===== src/rtl/tmds_rx_align.sv =====
// TMDS receive channel: slips the external deserializer until control tokens
// line up, then decodes 10b words into pixel data, data-enable and control bits.
module tmds_rx_align #(
  parameter int LOCK_COUNT    = 16,
  parameter int SEARCH_WINDOW = 1024,
  parameter int SLIP_WAIT     = 4,
  parameter int LOSS_WINDOW   = 65536
) (
  input  logic       clk_i,
  input  logic       rst_i,
  input  logic [9:0] tmds_i,
  output logic       bitslip_o,
  output logic       locked_o,
  output logic       de_o,
  output logic [1:0] ctrl_o,
  output logic [7:0] data_o
);

  localparam int RUN_W  = $clog2(LOCK_COUNT + 1);
  localparam int WIN_W  = $clog2(SEARCH_WINDOW + 1);
  localparam int WAIT_W = $clog2(SLIP_WAIT + 1);
  localparam int LOSS_W = $clog2(LOSS_WINDOW + 1);

  localparam logic [RUN_W-1:0]  RUN_LAST  = RUN_W'(LOCK_COUNT - 32'sd1);
  localparam logic [WIN_W-1:0]  WIN_LAST  = WIN_W'(SEARCH_WINDOW - 32'sd1);
  localparam logic [WAIT_W-1:0] WAIT_LAST = WAIT_W'(SLIP_WAIT - 32'sd1);
  localparam logic [LOSS_W-1:0] LOSS_LAST = LOSS_W'(LOSS_WINDOW - 32'sd1);

  localparam logic [1:0] ST_SEARCH = 2'd0;
  localparam logic [1:0] ST_SLIP   = 2'd1;
  localparam logic [1:0] ST_WAIT   = 2'd2;
  localparam logic [1:0] ST_LOCKED = 2'd3;

  function automatic logic [7:0] tmds_decode(input logic [9:0] q);
    logic [7:0] d;
    logic [7:0] o;
    d    = q[9] ? ~q[7:0] : q[7:0];
    o[0] = d[0];
    for (int i = 1; i < 8; i++) begin
      o[i] = q[8] ? (d[i] ^ d[i-1]) : ~(d[i] ^ d[i-1]);
    end
    return o;
  endfunction

  logic [1:0]        state_r, state_s;
  logic [RUN_W-1:0]  run_cnt_r, run_cnt_s;
  logic [WIN_W-1:0]  win_cnt_r, win_cnt_s;
  logic [WAIT_W-1:0] wait_cnt_r, wait_cnt_s;
  logic [LOSS_W-1:0] loss_cnt_r, loss_cnt_s;
  logic              is_token_s;
  logic [1:0]        token_ctrl_s;
  logic              de_s;
  logic [1:0]        ctrl_s;
  logic [7:0]        data_s;

  // Control token recognition
  always_comb begin
    is_token_s   = 1'b0;
    token_ctrl_s = 2'b00;
    case (tmds_i)
      10'h354: begin is_token_s = 1'b1; token_ctrl_s = 2'b00; end
      10'h0AB: begin is_token_s = 1'b1; token_ctrl_s = 2'b01; end
      10'h154: begin is_token_s = 1'b1; token_ctrl_s = 2'b10; end
      10'h2AB: begin is_token_s = 1'b1; token_ctrl_s = 2'b11; end
      default: begin is_token_s = 1'b0; token_ctrl_s = 2'b00; end
    endcase
  end

  // Alignment FSM next-state and counter logic
  always_comb begin
    state_s    = state_r;
    run_cnt_s  = run_cnt_r;
    win_cnt_s  = win_cnt_r;
    wait_cnt_s = wait_cnt_r;
    loss_cnt_s = loss_cnt_r;
    case (state_r)
      ST_SEARCH: begin
        // Lock takes priority over an expiring search window.
        if (is_token_s && (run_cnt_r == RUN_LAST)) begin
          state_s    = ST_LOCKED;
          run_cnt_s  = {RUN_W{1'b0}};
          win_cnt_s  = {WIN_W{1'b0}};
          loss_cnt_s = {LOSS_W{1'b0}};
        end else if (win_cnt_r == WIN_LAST) begin
          state_s   = ST_SLIP;
          run_cnt_s = {RUN_W{1'b0}};
          win_cnt_s = {WIN_W{1'b0}};
        end else begin
          run_cnt_s = is_token_s ? (run_cnt_r + RUN_W'(1'b1)) : {RUN_W{1'b0}};
          win_cnt_s = win_cnt_r + WIN_W'(1'b1);
        end
      end
      ST_SLIP: begin
        state_s    = ST_WAIT;
        wait_cnt_s = {WAIT_W{1'b0}};
      end
      ST_WAIT: begin
        if (wait_cnt_r == WAIT_LAST) begin
          state_s    = ST_SEARCH;
          wait_cnt_s = {WAIT_W{1'b0}};
          run_cnt_s  = {RUN_W{1'b0}};
          win_cnt_s  = {WIN_W{1'b0}};
        end else begin
          wait_cnt_s = wait_cnt_r + WAIT_W'(1'b1);
        end
      end
      ST_LOCKED: begin
        if (is_token_s) begin
          loss_cnt_s = {LOSS_W{1'b0}};
        end else if (loss_cnt_r == LOSS_LAST) begin
          state_s    = ST_SEARCH;
          loss_cnt_s = {LOSS_W{1'b0}};
          run_cnt_s  = {RUN_W{1'b0}};
          win_cnt_s  = {WIN_W{1'b0}};
        end else begin
          loss_cnt_s = loss_cnt_r + LOSS_W'(1'b1);
        end
      end
      default: begin
        state_s    = ST_SEARCH;
        run_cnt_s  = {RUN_W{1'b0}};
        win_cnt_s  = {WIN_W{1'b0}};
        wait_cnt_s = {WAIT_W{1'b0}};
        loss_cnt_s = {LOSS_W{1'b0}};
      end
    endcase
  end

  // Decoded outputs follow the next state so the locking word is already visible
  always_comb begin
    de_s   = 1'b0;
    ctrl_s = 2'b00;
    data_s = 8'h00;
    if (state_s == ST_LOCKED) begin
      if (is_token_s) begin
        de_s   = 1'b0;
        ctrl_s = token_ctrl_s;
        data_s = 8'h00;
      end else begin
        de_s   = 1'b1;
        ctrl_s = ctrl_o;
        data_s = tmds_decode(tmds_i);
      end
    end else begin
      de_s   = 1'b0;
      ctrl_s = 2'b00;
      data_s = 8'h00;
    end
  end

  // State, counters and registered outputs
  always_ff @(posedge clk_i) begin
    if (rst_i) begin
      state_r    <= ST_SEARCH;
      run_cnt_r  <= {RUN_W{1'b0}};
      win_cnt_r  <= {WIN_W{1'b0}};
      wait_cnt_r <= {WAIT_W{1'b0}};
      loss_cnt_r <= {LOSS_W{1'b0}};
      bitslip_o  <= 1'b0;
      locked_o   <= 1'b0;
      de_o       <= 1'b0;
      ctrl_o     <= 2'b00;
      data_o     <= 8'h00;
    end else begin
      state_r    <= state_s;
      run_cnt_r  <= run_cnt_s;
      win_cnt_r  <= win_cnt_s;
      wait_cnt_r <= wait_cnt_s;
      loss_cnt_r <= loss_cnt_s;
      bitslip_o  <= (state_s == ST_SLIP);
      locked_o   <= (state_s == ST_LOCKED);
      de_o       <= de_s;
      ctrl_o     <= ctrl_s;
      data_o     <= data_s;
    end
  end

endmodule


===== config.mk =====
export PLATFORM = sky130hd
export DESIGN_NAME = tmds_rx_align
export DESIGN_NICKNAME = d
export VERILOG_FILES = /design/src/rtl/tmds_rx_align.sv
export SDC_FILE = /design/constraint.sdc
export NUM_CORES = 1
export LEC_CHECK = 0
export BUFFER_PORTS_ARGS = -buffer_cell sky130_fd_sc_hd__buf_2
export CORE_MARGIN = 2
export CORE_UTILIZATION = 35
export DETAILED_ROUTE_END_ITERATION = 10
export PLACE_DENSITY = 0.63
export SKIP_LAST_GASP = 1
export SLEW_MARGIN = 20
export SYNTH_ARGS = -nofsm -noshare
export SYNTH_HDL_FRONTEND = slang
export SYNTH_SLANG_ARGS = --single-unit

===== constraint.sdc =====
create_clock -name clk_i -period 2.8 [get_ports clk_i]
set_input_delay 0.28 -clock clk_i [delete_from_list [all_inputs] [get_ports clk_i]]
set_output_delay 0.28 -clock clk_i [all_outputs]
set_load 0.05 [all_outputs]

Word level (Yosys, flattened, before mapping)
Index checks and enable logic that the tools add are counted.
W data, S select, Z words.

storage, ports and cells
  bits of input ports = 12
  bits in registers = 51
  memory bits (writable) = 0
  bits in read-only memories = 0
  output and inout bits = 13
  logic and storage cells = 93
  latch bits = 0
  memories kept = 0

cells by class
  $lt $le $gt $ge = 0
  mux-type cells = 36
  bitwise operators = 16
  shifts and indexed selects = 0
  reduce and logical (&&, ||, !) cells = 10
  divide/modulo/power cells = 0
  equality and inequality tests = 17
  add/subtract/negate cells = 4
  $mul = 0

operators with widths
  kind                     count
  $mux W11                 5
  $mux W17                 3
  $pmux W17 S2             1
  $pmux W11 S3             1
  $mux W5                  6
  $eq A10 B10 Y1 const B   2
  $add A17 B1 Y17 const B  1
  $eq A17 B16 Y1 const B   1
  $pmux W5 S3              1
  $add A11 B1 Y11 const B  1
  $eq A11 B10 Y1 const B   1
  $eq A10 B8 Y1 const B    1
  $eq A10 B9 Y1 const B    1
  $mux W2                  5
  $mux W1                  9
  $mux W8                  1
  $ne A2 B2 Y1 const B     4
  $not A1 Y1               8
  $not A8 Y8               1
  $pmux W2 S4              1
  $xor A1 B1 Y1            7
  $eq A2 B2 Y1 const B     3
  $pmux W2 S3              1
  $pmux W3 S2              1
  other kinds (15)         17

Logic depth before layout (Yosys ltp)
  depth in word-level cells = 9
  mapped depth = 10
  gate-level depth less buffers = 8

Worst setup path after synthesis
OpenSTA, ideal clock, no wires.

  kind = flip-flop to flip-flop
  start = register loss_cnt_r[0]
  end = register data_o[0]
  slack = 0.573 ns
  stages on the path, launching flop included = 9
  library setup time = 0.134 ns
  path buffers = 1
  clock period less this slack = 2.227 ns
  arrival time = 2.094 ns
  data required time = 2.666 ns
  cell sequence = dfxtp_1 > ha_1 > nand4_1 > or4_4 > o31a_2 > o32a_4 > nand3_2 > buf_6 > nor4_1

on the way
  longest elaborated chain between the ends = 7

ends and longest elaborated chain
  item                               line  RTL
  from (decl)                        49    logic [LOSS_W-1:0] loss_cnt_r, loss_cnt_s;
  from (signal assigned)             158   loss_cnt_r <= {LOSS_W{1'b0}};
  from (signal assigned)             169   loss_cnt_r <= loss_cnt_s;
  $eq A17 B16 Y1                     110   end else if (loss_cnt_r == LOSS_LAST) begin
  $mux W2                            110
  $mux W2                            108   if (is_token_s) begin
  $pmux W2 S4                        76    case (state_r)
  $eq A2 B2 Y1                       134   if (state_s == ST_LOCKED) begin
  $not A1 Y1 (no source line)        n/a
  $reduce_or A3 Y1 (no source line)  n/a
  to (signal assigned)               174   data_o <= data_s;
  to (decl)                          16    output logic [7:0] data_o

No other way between the ends.
A chain may end at the register's enable or synchronous reset.

Final worst setup path
Ends and elaborated chain as after synthesis.

==> results by group <==
Timing
  • Final count of negative-setup-slack endpoints: 0
  • Transition time at the pin with the least slew margin: 0.564 ns
  • Clk_skew: 0.0128 ns
  • RSZ-0062 raised after global routing: no
  • Remaining max-slew budget at the tightest pin: 62.0%
  • Final worst path period share: 86.6%
  • Setup tns final: 0 ns
  • Final WS setup: 0.377 ns
  • Maximum achievable frequency: 0.413 GHz
  • Slew Limit Fails: 0
  • Number of failing hold endpoints at the final stage: 0
  • Post-layout min period: 2.42 ns

Synth
  • Net count of the mapped netlist: 346
  • Yosys cell types: 48
  • Async set-reset flop share out of synthesis: 0%
  • Number of enable-type register cells in the synthesized netlist: 0
  • Yosys warnings: 0
  • Area of the mapped netlist: 2710 um2
  • Fraction of the yosys area taken by sequential cells: 37.7%
  • Post-synthesis cell count: 317
  • Mean area per synthesized cell: 8.53 um2
  • #FFs+latches synth: 51
  • Primary FF master, synth: sky130_fd_sc_hd__dfxtp_1

CTS
  • Post-CTS repair timing setup buffer count: 0
  • Clock latency at the later pin of the worst-skew pair: 0.31 ns
  • CTS clk-pin slew, worst paths: 0.10 ns
  • # H-tree levels: 2
  • Clock tree from TritonCTS: yes
  • Clock tree sinks: 51
  • Number of gates resized after CTS: 0
  • Number of buffers added by the clock tree synthesis step: 5
  • Buffer depth of the longest clock path: 2
  • Hold buffer count at CTS: 0
  • Root Driver: sky130_fd_sc_hd__clkbuf_8

Final layout
  • Antenna cell count: 0
  • Fraction of final layout cells sized beyond drive strength 1: 14.3%
  • Filler cells: 802
  • Multi-input gate area in the final layout: 1550 um2
  • Number of nets in the layout: 371
  • Sequential Area: 1020 um2
  • Area growth from synthesis to layout: 11.8%

Floorplanning
  • Floorplan die height: 91.9 um
  • Number of cell rows: 32
  • Number of ports placed on the die boundary: 25
  • Starting Density: 35.6%
  • DIE WIDTH: 91.9 um
  • Die area: 8450 um2
  • Std-Cell Core Area: 7610 um2

Setup path
  • Req. time, crit path: 2.99 ns
  • Worst reg-to-reg setup slack: 0.38 ns
  • Worst setup path class: reg2reg
  • Sort of element at the end of the critical path: register
  • Data arrival time at the worst-slack endpoint: 2.61 ns
  • Max Fanout on Critical Path: 12
  • Category of the worst setup path launch point: register

Placed design
  • Post-detailed-placement half-perimeter wirelength: 4.00 mm
  • Worst slack, placed: 0.392 ns
  • GPL Wtd Cong: 0.850
  • Buffers on Ports: 24

Route
  • Post-route antenna net violation count: 0
  • DRC violations left: 0
  • Detail-routed via count per cell: 5.13
  • Vias: 2283
  • Total Routed Length: 5.44 mm
  • Wire length per cell after detailed routing: 12.2 um
  • TritonRoute pass-1 iters: 4
  • Detailed router's first-iteration violation count: 98

Status
  • Status: finished clean

Worst hold path
  • Class of the most critical hold timing path: in2reg

Global routing
  • Pin count of the biggest net entering global routing: 18
  • Wire length of the first global-routing pass: 9.54 mm
  • Total grt overflow: 0
  • Global-route usage over all layers: 13.7%
  • Vias in the first global route: 2088
  • Number of antenna violations at the first check in global routing: 0

Power and ir drop
  • Relative contribution of the clock network to total power: 36.7%
  • Cell internal power dissipation: 986 uW
  • Switching component of the power: 281 uW
  • Sequential fraction of design power: 57.8%
  • Leakage dissipation: 0.00113 uW
  • Power density over the cells: 419 nW/um2
  • Overall power after layout: 1270 uW
  • Combinational fraction of design power: 5.5%
  • Switching share of total power: 22.2%
  • Worst IR drop on VDD: 0.000194 V

Run
  • Maxcap violations: 0
## power groups by stage
stage | sequential (uW) | clock [uW] | combinational [uW]
final | 732 | 466 | 69.3
after detailed placement | 749 | 0 | 70.4
after floorplan | 749 | 0 | 50.4
after CTS | 732 | 482 | 70.9
after global routing | 733 | 512 | 80.4
after global placement | 749 | 0 | 69.3
## Yosys cell counts (2+ instances only)
library cell	instances	area [um2]
sky130_fd_sc_hd__and4_1	2	17.5
sky130_fd_sc_hd__o31ai_1	2	15.0
sky130_fd_sc_hd__a21o_1	2	15.0
sky130_fd_sc_hd__nor2_1	29	109
sky130_fd_sc_hd__xor2_1	8	70.1
sky130_fd_sc_hd__nand3_1	15	75.1
sky130_fd_sc_hd__or2_2	2	12.5
sky130_fd_sc_hd__clkbuf_1	7	26.3
sky130_fd_sc_hd__dfxtp_1	51	1020
sky130_fd_sc_hd__inv_1	18	67.6
sky130_fd_sc_hd__or4_1	4	30.0
sky130_fd_sc_hd__nor3b_1	3	22.5
sky130_fd_sc_hd__nand4_1	7	43.8
sky130_fd_sc_hd__xnor2_1	20	175
sky130_fd_sc_hd__nand2_1	29	109
sky130_fd_sc_hd__ha_1	17	213
sky130_fd_sc_hd__or3_1	7	43.8
sky130_fd_sc_hd__a31oi_1	3	18.8
sky130_fd_sc_hd__buf_6	3	33.8
sky130_fd_sc_hd__nor3_1	10	50.1
sky130_fd_sc_hd__or3_2	2	15.0
sky130_fd_sc_hd__nor4_1	10	62.6
sky130_fd_sc_hd__a211oi_1	6	45.0
sky130_fd_sc_hd__nand2b_1	2	12.5
sky130_fd_sc_hd__nor2b_1	2	12.5
sky130_fd_sc_hd__a21oi_1	21	105
sky130_fd_sc_hd__o21ai_0	12	60.1
sky130_fd_sc_hd__and3_1	3	18.8
## sequential cells by signal, indices dropped and copies added (netlist names)
signal,cells
loss_cnt_r,17
win_cnt_r,11
data_o,8
run_cnt_r,5
wait_cnt_r,3
ctrl_o,2
state_r,2
bitslip_o,1
de_o,1
locked_o,1
## cells in the final DEF (no fill, tap or decap), types with 2 or more instances in the layout
cell type	Yosys	layout
sky130_fd_sc_hd__a21oi_1	21	21
sky130_fd_sc_hd__o31ai_1	2	2
sky130_fd_sc_hd__nand2_1	29	29
sky130_fd_sc_hd__nand4_1	7	7
sky130_fd_sc_hd__inv_1	18	18
sky130_fd_sc_hd__or3_2	2	2
sky130_fd_sc_hd__a21o_1	2	2
sky130_fd_sc_hd__or3_1	7	7
sky130_fd_sc_hd__nand3_1	15	15
sky130_fd_sc_hd__nor3_1	10	10
sky130_fd_sc_hd__clkbuf_8	0	7
sky130_fd_sc_hd__buf_4	0	5
sky130_fd_sc_hd__or4_1	4	4
sky130_fd_sc_hd__nor3b_1	3	3
sky130_fd_sc_hd__or2_2	2	2
sky130_fd_sc_hd__nand2b_1	2	2
sky130_fd_sc_hd__nor4_1	10	10
sky130_fd_sc_hd__ha_1	17	17
sky130_fd_sc_hd__xor2_1	8	8
sky130_fd_sc_hd__nor2b_1	2	2
sky130_fd_sc_hd__buf_2	1	24
sky130_fd_sc_hd__a211oi_1	6	6
sky130_fd_sc_hd__and3_1	3	3
sky130_fd_sc_hd__a31oi_1	3	3
sky130_fd_sc_hd__xnor2_1	20	20
sky130_fd_sc_hd__o21ai_0	12	12
sky130_fd_sc_hd__nor2_1	29	29
sky130_fd_sc_hd__and4_1	2	2
sky130_fd_sc_hd__dfxtp_1	51	51
## metal layers
metal | up-vias | global-route usage, % | share of wire [%]
met5 | - | 0 | 0
met3 | 10 | 2.47 | 2.4
li1 | 1178 | - | -
met4 | 0 | 5.22 | 2.0
met2 | 27 | 20.8 | 44
met1 | 1068 | 19.5 | 51
## layout make-up
| type | count | area share, % |
|---|---|---|
| Sequential cell | 51 | 33.7 |
| Timing Repair Buffer | 29 | 5.21 |
| Multi-Input combinational cell | 237 | 51.3 |
| Tap cell | 102 | 4.22 |
| Clock buffer | 8 | 3.31 |
| Inverter | 18 | 2.23 |
## critical path, cell delays in order (launching register included)
cell,delay [ns]
sky130_fd_sc_hd__dfxtp_1,0.38
sky130_fd_sc_hd__ha_1,0.21
sky130_fd_sc_hd__nand4_1,0.11
sky130_fd_sc_hd__or4_4,0.52
sky130_fd_sc_hd__o31a_2,0.37
sky130_fd_sc_hd__o32a_4,0.39
sky130_fd_sc_hd__nand3_2,0.22
sky130_fd_sc_hd__nor4_1,0.09
## cells by family after synthesis
family | count (synthesis) | share of synthesized area [%]
adders and majority gates | 17 | 7.86
buffers and inverters | 29 | 4.90
muxes | 1 | 0.416
DFF | 51 | 37.7
xor gates and xnor gates | 28 | 9.07
AOI/OAI and AO/OA | 56 | 13.8
and+or+nand+nor | 135 | 26.2
## metrics by stage
step                utilization (%)  hold slack (ns)  instance area, um2  cells
finish                         39.8            0.286                3030    445
global route                   39.8            0.296                3030    445
CTS                            39.8            0.287                3030    445
detailed placement             38.5            0.446                2930    437
global placement               38.5            0.442                2930    437
floorplan                         -            0.430                2710    317
## worst paths after layout
path / endpoint / startpoint / depth (start not counted)
min: wait_cnt_r[0] / rst_i / 2
max: data_o[0] / loss_cnt_r[0] / 7
min reg2reg: run_cnt_r[4] / run_cnt_r[4] / 2
max reg2reg: data_o[0] / loss_cnt_r[0] / 7
No activity file was read; power rests on OpenSTA's default activity.
